<file path="src/rtl/inst_fetch.sv">
// Instruction fetch stage: drives the instruction memory address and
// holds the fetched instruction in a one-entry valid/ready slot.
module inst_fetch #(
  parameter int          MEM_SIZE   = 1024,
  parameter logic [31:0] RESET_PC   = 32'h0000_0000,
  parameter int          INST_WIDTH = 32,
  parameter int          AW         = $clog2(MEM_SIZE)
) (
  input  logic                  i_clk,
  input  logic                  i_rst,
  output logic [AW-1:0]         o_imem_addr,
  input  logic [INST_WIDTH-1:0] i_imem_inst,
  output logic                  o_valid,
  input  logic                  i_ready,
  output logic [INST_WIDTH-1:0] o_inst,
  output logic [31:0]           o_pc,
  output logic                  o_fault,
  input  logic                  i_redirect,
  input  logic [31:0]           i_redirect_pc,
  input  logic                  i_halt,
  output logic                  o_halted
);

  typedef enum logic {
    RUN    = 1'b0,
    HALTED = 1'b1
  } state_e;

  state_e                state_q, state_d;
  logic [31:0]           pc_q, pc_d;
  logic                  valid_q, valid_d;
  logic [INST_WIDTH-1:0] inst_q, inst_d;
  logic [31:0]           opc_q, opc_d;
  logic                  fault_q, fault_d;
  logic                  load;

  // Target low bits are forced to zero, so they are never read.
  logic unused_rpc_lo;
  assign unused_rpc_lo = ^i_redirect_pc[1:0];

  assign o_imem_addr = pc_q[AW-1:0];
  assign o_valid     = valid_q;
  assign o_inst      = inst_q;
  assign o_pc        = opc_q;
  assign o_fault     = fault_q;
  assign o_halted    = (state_q == HALTED) && !valid_q;

  // A new fetch fills the slot when running and the slot is free.
  assign load = (state_q == RUN) && !i_halt && !i_redirect
              && (!valid_q || i_ready);

  // Next-state logic: redirect beats load, hold and halt.
  always_comb begin
    state_d = state_q;
    pc_d    = pc_q;
    valid_d = valid_q;
    inst_d  = inst_q;
    opc_d   = opc_q;
    fault_d = fault_q;
    if (i_redirect) begin
      pc_d    = {i_redirect_pc[31:2], 2'b00};
      valid_d = 1'b0;
      state_d = RUN;
    end else begin
      if (load) begin
        inst_d  = i_imem_inst;
        opc_d   = pc_q;
        fault_d = |pc_q[31:AW];
        valid_d = 1'b1;
        pc_d    = pc_q + 32'd4;
      end else if (valid_q && i_ready) begin
        valid_d = 1'b0;
      end
      unique case (state_q)
        RUN:     if (i_halt)  state_d = HALTED;
        HALTED:  if (!i_halt) state_d = RUN;
        default: state_d = RUN;
      endcase
    end
  end

  // State and slot registers with synchronous reset.
  always_ff @(posedge i_clk) begin
    if (i_rst) begin
      state_q <= RUN;
      pc_q    <= RESET_PC;
      valid_q <= 1'b0;
      inst_q  <= '0;
      opc_q   <= '0;
      fault_q <= 1'b0;
    end else begin
      state_q <= state_d;
      pc_q    <= pc_d;
      valid_q <= valid_d;
      inst_q  <= inst_d;
      opc_q   <= opc_d;
      fault_q <= fault_d;
    end
  end

endmodule

</file>
<file path="config.mk">
export PLATFORM = sky130hd
export DESIGN_NAME = inst_fetch
export DESIGN_NICKNAME = d
export VERILOG_FILES = /design/src/rtl/inst_fetch.sv
export SDC_FILE = /design/constraint.sdc
export NUM_CORES = 1
export LEC_CHECK = 0
export ABC_AREA = 1
export BUFFER_PORTS_ARGS = -buffer_cell sky130_fd_sc_hd__clkbuf_2
export CAP_MARGIN = 20
export CORE_UTILIZATION = 42
export CTS_CLUSTER_DIAMETER = 200
export DETAILED_ROUTE_END_ITERATION = 16
export PLACE_DENSITY = 0.79
export SLEW_MARGIN = 10
export SYNTH_ARGS = -nofsm -noshare
export SYNTH_HDL_FRONTEND = slang
export SYNTH_SLANG_ARGS = --single-unit
</file>
<file path="constraint.sdc">
create_clock -name i_clk -period 2.2 [get_ports i_clk]
set_clock_uncertainty 0.2 [all_clocks]
set_input_delay 0.33 -clock i_clk [delete_from_list [all_inputs] [get_ports i_clk]]
set_output_delay 0.33 -clock i_clk [all_outputs]
set_load 0.01 [all_outputs]
</file>
==> impl.org <==
** Floorplanning
- The die covers 11300 µm².
- For this configuration, the core starts out at a cell density of 0.437.
- The core region is 10400 µm².
- Total number of placement rows :: 37
- Vertical die dimension :: 106 µm
- From left edge to right edge, the die measures 106 µm.
- During I/O placement, the number of pins put on the boundary was 146.

** Clocking
- Clk pin slew, worst setup/hold paths :: 0.10 ns
- Clock insertion delay at the later pin of the skew report :: 0.38 ns
- # Post-CTS Setup Buffers :: 0
- In this run, CTS created clock tree buffers numbering 9.
- Max clock buf depth :: 2
- CTS built an H-tree with a depth of 3.
- TritonCTS Sinks :: 95
- TritonCTS built the clock tree.
- CTS Root Buffer Type :: sky130_fd_sc_hd__clkbuf_8
- Gates resized during post-CTS repair numbered 0.

** Timing
- In the finished design, the share of the clock period the worst path needs comes to 0.927.
- Number of hold violations in the final report :: 0
- For the pin with the worst max-slew slack, the measured transition is 0.593 ns.
- Derived from the worst setup path, the maximum achievable clock frequency is 0.490 GHz.
- Setup violations remaining at the end of the flow were counted as 0.
- The worst path in the final design needs a cycle of 2.04 ns, including I/O delays and setup.
- Final Hold Slack :: 0.00907 ns
- Setup repair after global routing left no endpoint under its margin.
- The number of pins exceeding their max-slew limit in the final report was 0.
- Max-slew headroom :: 0.604
- Sum Neg Setup Slack :: 0 ns

** Yosys
- Predominant post-synthesis flop cell :: sky130_fd_sc_hd__dfxtp_1
- Count of warnings emitted by yosys :: 0
- Ranked by total cell area, the synthesized netlist is headed by sky130_fd_sc_hd__dfxtp_1 42%, sky130_fd_sc_hd__nand2_1 15%, sky130_fd_sc_hd__a21oi_1 7.9%.
- The synthesized design contains 0 enable-type register cells.
- For this run, the register share of the synthesized area comes to 0.418.
- Of the post-synthesis cell area, the dominant cell type holds 0.418.
- The cell area that synthesis handed to floorplanning was 4550 µm².
- The synthesized netlist contains 32 unique library cells.
- The synthesized design contains 95 register bits.
- Synth Area per Inst :: 6.99 µm²
- Cell with the most instances after synthesis :: sky130_fd_sc_hd__nand2_1
- Top cell types by occurrence after synthesis :: 186 x sky130_fd_sc_hd__nand2_1, 95 x sky130_fd_sc_hd__dfxtp_1, 75 x sky130_fd_sc_hd__nor2_1, 72 x sky130_fd_sc_hd__a21oi_1, 46 x sky130_fd_sc_hd__inv_1
- Gate count of the mapped netlist :: 651
- After synthesis, the share of flip-flops with an asynchronous set or reset is 0.
- Post-synth top area cell :: sky130_fd_sc_hd__dfxtp_1

** GRT
- For this run, global-route usage on met1 was measured as 0.299.
- For this run the aggregate overflow at the end of global routing stands at 0.
- The layer flagged by global routing as most heavily used is met2.
- Maximum number of pins on one net before global-route repair :: 77
- The via count of the first global-routing pass is 4213.
- For this run, the total global-route usage over all layers was measured as 0.225.
- For met3 alone, demand over resource in global routing was 0.0417.
- Initial antenna violation count :: 0
- Global-route wire length before repair :: 20.2 mm
- For this run, global-route usage on met2 was measured as 0.355.

** Placement
- During placement, the flow inserted port buffers numbering 139.
- Post-DP HPWL :: 8.16 mm
- Global placement routability congestion :: 0.909
- Inst Count DP :: 893

** Critical path
- The worst register-to-register path has a depth of 10.
- Critical R2R Capture :: pc_q[20]
- Along the worst path, the maximum fanout reaches 28.
- For this design, the slowest cell found on the critical path is sky130_fd_sc_hd__dlygate4sd3_1.
- Crit path required time :: 2.33 ns
- Worst setup startpoint :: i_halt
- Worst setup path endpoint :: pc_q[5]
- Worst reg2reg startpoint :: pc_q[2]
- Critical path launch point type :: primary input
- The worst setup path is captured at a register.
- Worst Path Arrival :: 2.17 ns
- For this run, the slowest stage of the critical path takes 0.53 ns.
- Flop-to-flop setup slack :: 0.38 ns
- Most repeated library cell on the critical path :: sky130_fd_sc_hd__o21ai_0
- Cell-by-cell trace of the critical path :: dlygate4sd3_1 > clkbuf_2 > nor2_2 > nand3_2 > inv_2 > buf_12 > o21ai_0 > o21ai_0 > nand2_1 > inv_1
- The setup path with the least slack is of type primary input to register.

** Drt
- In this run, the number of DRC markers left after iteration 0 of detailed routing was 326.
- Overall via count from detail_route :: 4725
- Number of nets with antenna violations after detailed routing :: 0
- Drt via density :: 5.01
- Dividing the detail-routed wire length by the instance count gives 13.2 µm.
- Number of remaining DRC errors :: 0
- The first TritonRoute pass finished after 5 iterations.
- Total length of routed wires :: 12.4 mm

** Power and ir drop
- The share of total power dissipated in sequential elements is 0.536.
- Of the total power, the share spent switching nets is 0.295.
- Power spent charging and discharging nets :: 0.00103 W
- Combinational Power Share :: 0.150
- For this design the ratio of total power to cell area is 604 nW/µm².
- Post-route total power :: 0.00351 W
- Cell leakage power :: 2.55 nW
- Proportion of power drawn by the clock network :: 0.314
- Cell-internal power :: 0.00248 W
- IR drop worst, VDD :: 0.326 mV

** Layout
- Number of inserted diodes :: 0
- Net count reported at finish :: 872
- Non-filler cells, final :: 943
- Synth-to-Final Area Change :: 27.5%
- The filler cells instantiated in the layout total 1014.
- In the final layout, the share of cells above drive strength 1 is 0.234.
- Once layout is complete, the utilization of the core stands at 0.557.

** Status
- Run status :: finished clean

** Min path
- Min-Delay Path Class :: primary input to register

** Job
- Max Cap Viol :: 0
registers in the layout (all words and copies together) (netlist names):
register and count:
o_fault 1, o_inst 32, state_q 1, pc_q 30, o_valid 1, o_pc 30
what timing repair did:
action | in CTS | in global routing
hold buffers | 34 | 0
setup endpoints to repair | 0 | 0
hold endpoints to repair | 34 | 0
worst max-delay path: cells and delay by family:
kind | cells | cell delay [ns]
buf+inv | 5 | 1.23
simple gates | 3 | 0.35
compound gates | 2 | 0.25
worst min path at each step:
stage          cells after the start  slack, ns       end        startpoint
2_1_floorplan                      2       0.24   state_q            i_halt
3_3_place_gp                       1       0.25  o_pc[24]          o_pc[24]
3_5_place_dp                       1       0.25  o_pc[25]          o_pc[25]
4_1_cts                            3      0.006   pc_q[7]  i_redirect_pc[7]
5_1_grt                            3      0.001   pc_q[9]  i_redirect_pc[9]
6_report                           3      0.009   pc_q[7]  i_redirect_pc[7]
per-layer routing:
| layer | wire length, µm | vias up | share of wire |
|---|---|---|---|
| met1 | 5590 | 2115 | 0.45 |
| li1 | - | 2400 | - |
| met2 | 5750 | 174 | 0.46 |
| met4 | 422 | 0 | 0.034 |
| met5 | 0 | - | 0 |
| met3 | 656 | 36 | 0.053 |
power groups by stage:
stage / combinational, W / clock, W / sequential [W]
after global routing: 0.000582 / 0.00121 / 0.00190
after global placement: 0.000470 / 0 / 0.00192
after detailed placement: 0.000474 / 0 / 0.00192
final: 0.000526 / 0.00110 / 0.00188
after CTS: 0.000524 / 0.00113 / 0.00188
after floorplan: 0.000284 / 0 / 0.00193
metrics by stage:
step,setup WS (ns),cell area [µm²]
after floorplan,0.601,4560
after global placement,0.371,5280
after detailed placement,0.325,5280
after CTS,0.164,5810
after global routing,0.0654,5810
final,0.161,5810
cell type report:
cell class	instances	area [µm²]	area share
flip-flops and latches	95	1900	0.328
well taps	136	170	0.0293
multi-input cells	465	2210	0.381
inverters	50	188	0.0323
clock buffers	9	124	0.0213
repair buffers	181	1150	0.197
clock inverters	7	65.1	0.0112
layout by cell type, fill, tap and decap left out, types with 5 or more instances in the layout:
cell / n
sky130_fd_sc_hd__a21oi_1: 71
sky130_fd_sc_hd__clkbuf_8: 9
sky130_fd_sc_hd__nor2_1: 75
sky130_fd_sc_hd__o21ai_0: 13
sky130_fd_sc_hd__o21a_1: 8
sky130_fd_sc_hd__a31oi_1: 6
sky130_fd_sc_hd__nor2_4: 8
sky130_fd_sc_hd__clkbuf_2: 139
sky130_fd_sc_hd__nor2_2: 5
sky130_fd_sc_hd__nand2_1: 186
sky130_fd_sc_hd__inv_1: 46
sky130_fd_sc_hd__nand4_1: 8
sky130_fd_sc_hd__a22oi_1: 21
sky130_fd_sc_hd__nand3_1: 36
sky130_fd_sc_hd__dlygate4sd3_1: 34
sky130_fd_sc_hd__dfxtp_1: 95
kinds of logic (layout without fill, tap and decap cells):
logic type / after synthesis / count (layout) / share of synthesized area
adder cells (fa/ha/maj): 1 / 1 / 0.00275
AND/OR/NAND/NOR: 331 / 331 / 0.315
XOR/XNOR: 4 / 4 / 0.00770
other: 1 / 4 / 0.000824
AO/OA/AOI/OAI: 125 / 125 / 0.156
flip-flops: 95 / 95 / 0.418
buffers and inverters: 94 / 247 / 0.0998
(Power assumes the default switching activity.)
